### src/rtl/turbo_pkg.sv
// Shared definitions for the turbo encoder arbiter and the encoder control FSM.
// Frame-length defaults and the counter width live here so both sides agree.
package turbo_pkg;

  typedef enum logic [2:0] {
    IDLE   = 3'd0,
    START  = 3'd1,
    STREAM = 3'd2,
    TAIL   = 3'd3,
    DONE   = 3'd4
  } state_t;

  localparam int K_SHORT_DEF     = 4;
  localparam int K_LONG_DEF      = 6;
  localparam int TAIL_CYCLES_DEF = 4;
  localparam int CNT_W           = 14;

  function automatic logic [1:0] onehot2(input logic sel);
    return sel ? 2'b10 : 2'b01;
  endfunction

endpackage

### src/rtl/rr_pick2.sv
// Combinational 2-way round-robin picker: a lone request wins outright,
// a contended request goes to the source that did not own the encoder last.
module rr_pick2
  import turbo_pkg::*;
(
  input  logic [1:0] req,
  input  logic       last_owner,
  output logic       winner,
  output logic       valid
);

  assign valid  = |req;
  assign winner = (req == 2'b11) ? ~last_owner : req[1];

endmodule

### src/rtl/turbo_encoder_arbiter.sv
// Shares one turbo encoder between two frame sources, one frame per grant,
// holding the grant from the start pulse through trellis termination.
//
// state  | meaning
// IDLE   | waiting for a request; winner, length flag latched on exit
// START  | one-cycle encoder start pulse with latched length flag
// STREAM | owner's bits routed into the encoder, K cycles
// TAIL   | grant held while encoder terminates trellis, TAIL_CYCLES cycles
// DONE   | done pulse to owner, round-robin pointer updated
module turbo_encoder_arbiter
  import turbo_pkg::*;
#(
  parameter int K_SHORT     = K_SHORT_DEF,
  parameter int K_LONG      = K_LONG_DEF,
  parameter int TAIL_CYCLES = TAIL_CYCLES_DEF,
  parameter int CNT_W       = turbo_pkg::CNT_W
) (
  input  logic       clk,
  input  logic       reset,
  input  logic [1:0] req,
  input  logic [1:0] len_flag_in,
  input  logic [1:0] data_in,
  output logic [1:0] grant,
  output logic [1:0] data_ready,
  output logic [1:0] done,
  output logic       enc_start,
  output logic       enc_length_flag,
  output logic       enc_data,
  output logic       busy
);

  state_t           state_q, state_d;
  logic             owner_q, owner_d;
  logic             len_q, len_d;
  logic             last_owner_q, last_owner_d;
  logic [CNT_W-1:0] cnt_q, cnt_d;
  logic [CNT_W-1:0] k_last;
  logic [CNT_W-1:0] tail_last;
  logic             pick_winner;
  logic             pick_valid;
  logic [1:0]       owner_oh;

  rr_pick2 u_pick (
    .req        (req),
    .last_owner (last_owner_q),
    .winner     (pick_winner),
    .valid      (pick_valid)
  );

  assign k_last    = len_q ? CNT_W'(K_LONG - 1) : CNT_W'(K_SHORT - 1);
  assign tail_last = CNT_W'(TAIL_CYCLES - 1);

  always_ff @(posedge clk) begin
    if (reset) begin
      state_q      <= IDLE;
      owner_q      <= 1'b0;
      len_q        <= 1'b0;
      last_owner_q <= 1'b1;
      cnt_q        <= '0;
    end else begin
      state_q      <= state_d;
      owner_q      <= owner_d;
      len_q        <= len_d;
      last_owner_q <= last_owner_d;
      cnt_q        <= cnt_d;
    end
  end

  always_comb begin
    state_d      = state_q;
    owner_d      = owner_q;
    len_d        = len_q;
    last_owner_d = last_owner_q;
    cnt_d        = cnt_q;
    case (state_q)
      IDLE: begin
        if (pick_valid) begin
          owner_d = pick_winner;
          len_d   = len_flag_in[pick_winner];
          cnt_d   = '0;
          state_d = START;
        end
      end
      START: begin
        cnt_d   = '0;
        state_d = STREAM;
      end
      STREAM: begin
        if (cnt_q == k_last) begin
          cnt_d   = '0;
          state_d = TAIL;
        end else begin
          cnt_d = cnt_q + CNT_W'(1);
        end
      end
      TAIL: begin
        if (cnt_q == tail_last) begin
          cnt_d   = '0;
          state_d = DONE;
        end else begin
          cnt_d = cnt_q + CNT_W'(1);
        end
      end
      DONE: begin
        last_owner_d = owner_q;
        state_d      = IDLE;
      end
      default: state_d = IDLE;
    endcase
  end

  // Outputs depend on registered state only; enc_data is the one pass-through.
  assign owner_oh        = onehot2(owner_q);
  assign busy            = (state_q != IDLE);
  assign grant           = (state_q == START || state_q == STREAM || state_q == TAIL) ? owner_oh : 2'b00;
  assign data_ready      = (state_q == STREAM) ? owner_oh : 2'b00;
  assign done            = (state_q == DONE) ? owner_oh : 2'b00;
  assign enc_start       = (state_q == START);
  assign enc_length_flag = busy & len_q;
  assign enc_data        = (state_q == STREAM) ? data_in[owner_q] : 1'b0;

endmodule

### config.mk
export PLATFORM = sky130hd
export DESIGN_NAME = turbo_encoder_arbiter
export DESIGN_NICKNAME = d
export VERILOG_FILES = /design/src/rtl/turbo_pkg.sv /design/src/rtl/rr_pick2.sv /design/src/rtl/turbo_encoder_arbiter.sv
export SDC_FILE = /design/constraint.sdc
export NUM_CORES = 1
export LEC_CHECK = 0
export BUFFER_PORTS_ARGS = -buffer_cell sky130_fd_sc_hd__buf_2
export CORE_MARGIN = 1.5
export CORE_UTILIZATION = 59
export CTS_CLUSTER_DIAMETER = 30
export DETAILED_ROUTE_END_ITERATION = 8
export PLACE_DENSITY_LB_ADDON = 0.2
export SYNTH_ARGS = -nofsm -noshare
export SYNTH_HDL_FRONTEND = slang
export SYNTH_SLANG_ARGS = --single-unit
### constraint.sdc
create_clock -name clk -period 4 [get_ports clk]
set_input_delay 0.8 -clock clk [delete_from_list [all_inputs] [get_ports clk]]
set_output_delay 0.8 -clock clk [all_outputs]
set_load 0.005 [all_outputs]
==> results.tsv, run 1 <==
metric	value	unit
status	finished, final reports clean	
worstPathMaxFanout	11	
drc	0	
postSynthAreaPerCell	7.75	µm²
seq_area_frac_synth	34.0	%
worstHoldPathType	reg -> reg	
postSynthRegisterBits	20	
clock-sinks	20	
cts_setup_buffers	0	
cts_tree	built	
place_hpwl	1930	µm
clock.fmax	400	MHz
place_area	1240	µm²
worstSkewPairLatency	0.30	ns
die_h	47.7	µm
design_area	1300	µm²
grt_max_degree	17	
combPwrFrac	32.2	%
clk_pin_slew	0.11	ns
max-cap-violations	0	
synth_top_cell_by_area	dfxtp_1	
slew_headroom	61.5	%
total_power	0.637	mW
grt_pass1_wl	4060	µm
power.density	491	nW/µm²
seq_power_share	41.7	%
final_hold_viol_count	0	
ant_nets	0	
setup_violations	0	
arrival	1.70	ns
fillers	168	
drtIter0Drc	51	
async_flop_share	0	%
end_kind	primary output	
cts_resized	0	
p_leak	0.509	nW
core_area	1800	µm²
critPathLaunchType	flip-flop	
grt_pass1_vias	899	
die-area	2270	µm²
power.share.clock	26.0	%
num_rows	15	
synth_edf_count	0	
clockBufferDepth	2	
synth.top_cell.area_share	34.0	%
final_util	71.9	%
place_inst	185	
peakVddDrop	0.000441	V
yosys-top-cells-area	dfxtp_1, nand2_1, nor2_1	
period_share	62.6	%
rsz0062_at_grt	false	
grt-ovfl-total	0	
track_usage	25.2	%
via_count	1158	
syn_area	1180	µm²
diodes	0	
cp_data_required_time	3.20	ns
via_per_inst	6.13	
report.final.slew_viol_count	0	
post_drt_wl_per_cell	13.9	µm
numCtsBuffers	3	
cts_hold_buf	0	
synth_cells	152	
period_needed	2.50	ns
syn_to_final_growth	9.98	%
setup_tns	0	ns
firstDrtPassIters	4	
yosysWarnings	0	
p_sw	0.230	mW
antenna_found_initial	0	
max_stage_delay	0.62	ns
initial_utilization	65.4	%
gp_congestion	0.862	
final_cell_mix	nand2_1, dfxtp_1, nor2_1, buf_2, o21ai_0	
ios	18	
finClkSkew	0.00689	ns
switching_share	36.1	%
nets	174	
wl	2620	µm
clockRootBuffer	clkbuf_4	
cts.htree.levels	1	
crit_type	reg -> out	
layout-drive-gt1-share	16.5	%
crit_chain	inv_1, nor3_1, nor2_1, nor2b_1, buf_2	
slowest_stage	dfxtp_1	
ys.flop_type	dfxtp_1	
layout.cells.non_filler	189	
worst_pin_slew	0.572	ns
io_buffer_count	17	
ys_types	45	
internal_power	0.407	mW
syn_nets	161	
dieWidth	47.7	µm
## kinds of logic after synthesis
logic type / after synthesis / synth area share [%]
flops: 20 / 34.0
simple gates: 82 / 38.4
fa+ha+maj: 1 / 1.06
buf+inv: 13 / 5.63
mux: 1 / 0.849
compound gates: 28 / 14.9
xor+xnor: 7 / 5.20
## worst paths after layout
| check | to | slack, ns | startpoint | cells after the start |
|---|---|---|---|---|
| worst max-delay path | grant[1] | 1.50 | state_q[0]$_SDFFE_PP0P_ | 5 |
| worst min-delay path | last_owner_q$_SDFFE_PP1N_ | 0.50 | last_owner_q$_SDFFE_PP1N_ | 1 |
| worst max register to register | cnt_q[12]$_SDFFE_PP0P_ | 2.05 | cnt_q[0]$_SDFFE_PP0P_ | 6 |
| worst min register to register | last_owner_q$_SDFFE_PP1N_ | 0.50 | last_owner_q$_SDFFE_PP1N_ | 1 |
## sequential cells by signal, indices dropped and copies added, names as in the netlist
signal	count
state_q	3
cnt_q	14
len_q	1
owner_q	1
last_owner_q	1
## metal layers
layer	up-vias	share of wire [%]	GRT usage, %
met2	56	48	37.1
met4	0	1.5	7.57
met3	8	7.3	6.04
met5	-	0	0
met1	533	43	36.5
li1	561	-	-
## area by class of cell
cell class              instances  area (µm²)  area share [%]
clock buffers                   3        22.5            1.74
clock inverters                 1        30.0            2.32
well taps                      25        31.3            2.41
multi-input cells             119         712            54.9
inverters                       4        15.0            1.16
flip-flops and latches         20         400            30.9
repair buffers                 17        85.1            6.56
## Yosys cell counts, drive strengths merged (2+ instances only)
| master | number |
|---|---|
| a211o | 2 |
| nor4 | 7 |
| o21ai | 11 |
| and2 | 2 |
| nor2 | 17 |
| nand2 | 20 |
| nand4 | 5 |
| nand2b | 2 |
| nand3 | 5 |
| xor2 | 6 |
| nor2b | 4 |
| clkbuf | 3 |
| or2 | 2 |
| dfxtp | 20 |
| inv | 4 |
| buf | 6 |
| and3 | 4 |
| a21oi | 7 |
| nor3 | 6 |
## critical path: cells and delay by family, from the launching register on
kind	cells	cell delay (ns)
simple gates	3	0.50
buf+inv	2	0.28
flops	1	0.62
## per-stage QoR
step	hold WS (ns)	setup slack (ns)
after floorplan	0.449	2.02
after global placement	0.459	1.84
after detailed placement	0.477	1.77
after CTS	0.505	1.55
after global routing	0.522	1.44
final	0.503	1.50
## power by group through the flow
stage	clock network, mW	logic, mW	registers [mW]
2_1_floorplan	0	0.171	0.242
3_3_place_gp	0	0.193	0.265
3_5_place_dp	0	0.202	0.268
4_1_cts	0.168	0.205	0.263
5_1_grt	0.178	0.227	0.269
6_report	0.166	0.205	0.266
Power figures use the tool's default switching activity.
==> run 2: changes to the inputs <==
--- a/config.mk
+++ b/config.mk
@@ -7,7 +7,7 @@
 export LEC_CHECK = 0
 export BUFFER_PORTS_ARGS = -buffer_cell sky130_fd_sc_hd__buf_2
 export CORE_MARGIN = 1.5
-export CORE_UTILIZATION = 59
+export CORE_UTILIZATION = 55
 export CTS_CLUSTER_DIAMETER = 30
 export DETAILED_ROUTE_END_ITERATION = 8
 export PLACE_DENSITY_LB_ADDON = 0.2
==> constraint.sdc (replaced) <==
create_clock -name clk -period 2.6 [get_ports clk]
set_input_delay 0.52 -clock clk [delete_from_list [all_inputs] [get_ports clk]]
set_output_delay 0.52 -clock clk [all_outputs]
set_load 0.005 [all_outputs]
==> run 2 against run 1 <==
Net effect: cell area down 1.1%; utilization shrank 7.2 points; setup slack lost 1.0 ns; clock power grew 11%; sequential power is 52% higher; critical path type unchanged.
==> results.tsv, run 2 (synthesis results as in run 1) <==
metric	value	unit
worstHoldPathType	reg -> reg	
diodes	0	
slew_headroom	63.9	%
track_usage	23.3	%
top_register	cnt_q	
initial_utilization	59.5	%
layout.cells.non_filler	191	
die-area	2430	µm²
numCtsBuffers	3	
clockBufferDepth	2	
place_hpwl	1950	µm
seq_power_share	44.9	%
antenna_found_initial	0	
via_per_inst	5.93	
p_leak	0.502	nW
critPathLaunchType	flip-flop	
grt_max_degree	17	
drc	0	
setup_tns	0	ns
firstDrtPassIters	4	
final_hold_viol_count	0	
core_area	1980	µm²
syn_to_final_growth	8.81	%
grt_pass1_vias	1039	
clk_pin_slew	0.12	ns
power.share.clock	20.6	%
period_share	81.0	%
drtIter0Drc	35	
clock-sinks	20	
combPwrFrac	34.5	%
fillers	176	
worstSkewPairLatency	0.31	ns
die_h	49.3	µm
top_regs	cnt_q x14, state_q x3	
grt_pass1_wl	4410	µm
switching_share	37.9	%
internal_power	0.556	mW
cts_resized	0	
via_count	1132	
power.density	699	nW/µm²
period_needed	2.11	ns
clock.fmax	475	MHz
finClkSkew	0.00520	ns
io_buffer_count	17	
gp_congestion	0.790	
crit_type	reg -> out	
worst_pin_slew	0.536	ns
place_inst	187	
ios	18	
p_sw	0.340	mW
num_rows	16	
status	finished, final reports clean	
clockRootBuffer	clkbuf_4	
final_cell_mix	nand2_1, dfxtp_1, nor2_1, buf_2, o21ai_0	
wl	2650	µm
largest_reg_flops	14	
cts.htree.levels	1	
post_drt_wl_per_cell	13.9	µm
end_kind	primary output	
rsz0062_at_grt	false	
layout-drive-gt1-share	16.5	%
arrival	1.59	ns
cts_tree	built	
cts_hold_buf	0	
dieWidth	49.3	µm
ant_nets	0	
peakVddDrop	0.000490	V
setup_violations	0	
cp_data_required_time	2.08	ns
report.final.slew_viol_count	0	
cts_setup_buffers	0	
grt-ovfl-total	0	
worstPathMaxFanout	11	
nets	174	
max-cap-violations	0	
## run 2: path summary, 6_finish.rpt
path	startpoint	endpoint	slack (ns)	cells past startpoint
hold reg to reg	last_owner_q$_SDFFE_PP1N_	last_owner_q$_SDFFE_PP1N_	0.51	1
hold / removal	last_owner_q$_SDFFE_PP1N_	last_owner_q$_SDFFE_PP1N_	0.51	1
setup / recovery	state_q[0]$_SDFFE_PP0P_	grant[1]	0.49	5
setup reg to reg	cnt_q[0]$_SDFFE_PP0P_	cnt_q[12]$_SDFFE_PP0P_	0.68	6
## run 2: cell type report
class	count	area [µm²]	share of cell area, %
Timing Repair Buffer	17	85.1	6.63
Clock buffer	4	36.3	2.83
Inverter	4	15.0	1.17
Sequential cell	20	400	31.2
Multi-Input combinational cell	119	712	55.5
Tap cell	27	33.8	2.63
## run 2: routing by layer
layer	global-route usage (%)	part of all wire, %	vias to the layer above
met5	0	0	-
met4	10.5	0.94	0
met3	4.60	6.9	3
met2	40.3	48	44
met1	27.6	44	524
li1	-	-	561
## run 2: critical path, cell delays in order (launching register included)
cell     delay (ns)
dfxtp_1        0.58
inv_1          0.15
nor3_1         0.22
nor2_1         0.10
nor2b_1        0.11
buf_2          0.12
## run 2: power by group through the flow
stage,combinational (mW),sequential (mW),clock [mW]
2_1_floorplan,0.264,0.372,0
3_3_place_gp,0.296,0.406,0
4_1_cts,0.309,0.402,0.184
3_5_place_dp,0.307,0.409,0
5_1_grt,0.347,0.412,0.196
6_report,0.309,0.403,0.185
## run 2: stage by stage
step | worst slack, ns | util, % | hold slack (ns) | power, mW | cell area [µm²]
5_1_grt | 0.383 | 64.7 | 0.550 | 0.955 | 1280
6_report | 0.495 | 64.7 | 0.510 | 0.896 | 1280
3_5_place_dp | 0.674 | 62.9 | 0.484 | 0.715 | 1250
3_3_place_gp | 0.743 | 62.9 | 0.471 | 0.702 | 1250
2_1_floorplan | 0.902 | - | 0.449 | 0.636 | 1180
4_1_cts | 0.502 | 64.7 | 0.511 | 0.895 | 1280
==> run 3: changes to the inputs <==
==> constraint.sdc (replaced) <==
create_clock -name clk -period 2.1 [get_ports clk]
set_input_delay 0.42 -clock clk [delete_from_list [all_inputs] [get_ports clk]]
set_output_delay 0.42 -clock clk [all_outputs]
set_load 0.005 [all_outputs]
==> run 3 against run 2 <==
Net effect: clock skew fell by 0.0027 ns; combinational power rose by 33%; utilization rose by 0.38 points.
==> results.tsv, run 3 (synthesis results as in run 1) <==
metric	value	unit
peakVddDrop	0.000636	V
max-cap-violations	0	
whs	0.465	ns
grt_pass1_vias	981	
slew_headroom	63.5	%
cts.htree.levels	1	
cts_hold_buf	0	
post_drt_wl_per_cell	13.9	µm
critPathLaunchType	flip-flop	
min_from	req[0]	
end_kind	flip-flop	
multi_input_area	712	µm²
top_regs	cnt_q x14, state_q x3	
max_stage_delay	0.38	ns
clockBufferDepth	2	
ant_nets	0	
io_buffer_count	17	
p_leak	0.507	nW
cts_setup_buffers	0	
dieWidth	49.3	µm
setup_violations	0	
clock-sinks	20	
num_rows	16	
via_count	1164	
r2r-start	cnt_q[0]$_SDFFE_PP0P_	
clk_pin_slew	0.12	ns
drtIter0Drc	36	
rsz0062_at_grt	false	
critPathLaunch	cnt_q[0]$_SDFFE_PP0P_	
worst_pin_slew	0.543	ns
diodes	0	
antenna_found_initial	0	
largest_reg_flops	14	
cp_data_required_time	2.34	ns
cts_resized	0	
via_per_inst	6.06	
path_buf_inv	0	
crit_chain	ha_1, nor2b_1, a21o_1, o22ai_2, or3b_1, a31oi_1	
arrival	2.14	ns
report.final.slew_viol_count	0	
dp_slack	0.250	ns
cts_tree	built	
worstPathMaxFanout	8	
setup_tns	0	ns
die-area	2430	µm²
final_hold_viol_count	0	
grt_max_degree	17	
fillers	182	
wl	2660	µm
drc	0	
slowest_stage	dfxtp_1	
fin_ws	0.198	ns
clock.fmax	526	MHz
initial_utilization	59.5	%
crit_type	reg -> reg	
power.density	871	nW/µm²
status	finished, final reports clean	
period_share	90.5	%
syn_to_final_growth	9.45	%
seqCellArea	400	µm²
numCtsBuffers	3	
period_needed	1.90	ns
design_area	1290	µm²
finClkSkew	0.00247	ns
firstDrtPassIters	4	
place_hpwl	2000	µm
final_cell_mix	nand2_1, dfxtp_1, nor2_1, buf_2, o21ai_0	
clockRootBuffer	clkbuf_4	
nets	175	
gp_congestion	0.845	
grt_pass1_wl	4370	µm
place_area	1250	µm²
track_usage	23.1	%
core_area	1980	µm²
worstSkewPairLatency	0.30	ns
grt-ovfl-total	0	
die_h	49.3	µm
worstHoldPathType	in -> reg	
path_delay_family	compound AO/OA/AOI/OAI gates	
ios	18	
layout-drive-gt1-share	17.0	%
top_register	cnt_q	
run 3: layer usage:
metal  GRT usage (%)  vias to the layer above  part of all wire (%)
met1            27.3                      531                    44
li1                -                      565                     -
met4            9.52                        0                   2.5
met3            3.99                       12                   6.5
met5               0                        -                     0
met2            40.8                       56                    47
run 3: worst paths after layout:
path	endpoint	slack (ns)	depth (start not counted)
worst max-delay path	cnt_q[12]$_SDFFE_PP0P_	0.20	6
worst min-delay path	owner_q$_SDFFE_PP0P_	0.47	4
worst max register to register	cnt_q[12]$_SDFFE_PP0P_	0.20	6
worst min register to register	last_owner_q$_SDFFE_PP1N_	0.51	1
run 3: final cells by class:
cell class,count,area share [%]
clock buffers,4,2.81
inverters,4,1.16
multi-input cells,119,55.2
flip-flops and latches,20,31.0
well taps,27,2.62
repair buffers,18,7.18
run 3: tightest hold or removal path, cell delays in order:
cell and delay [ns]:
buf_2 0.13, nand2_1 0.06, a2bb2oi_1 0.05, nor2_1 0.08
run 3: where the power goes:
group	total [mW]	internal (mW)	switching [mW]
Clock	0.228	0.106	0.122
Combinational	0.410	0.175	0.236
Sequential	0.486	0.418	0.0676
Total	1.12	0.698	0.426
run 3: stage by stage:
| step | total power, mW | utilization, % | instances |
|---|---|---|---|
| 6_report | 1.12 | 65.1 | 192 |
| 5_1_grt | 1.20 | 65.1 | 192 |
| 4_1_cts | 1.13 | 65.1 | 192 |
| 3_5_place_dp | 0.902 | 63.3 | 188 |
| 3_3_place_gp | 0.884 | 63.3 | 188 |
| 2_1_floorplan | 0.787 | - | 152 |
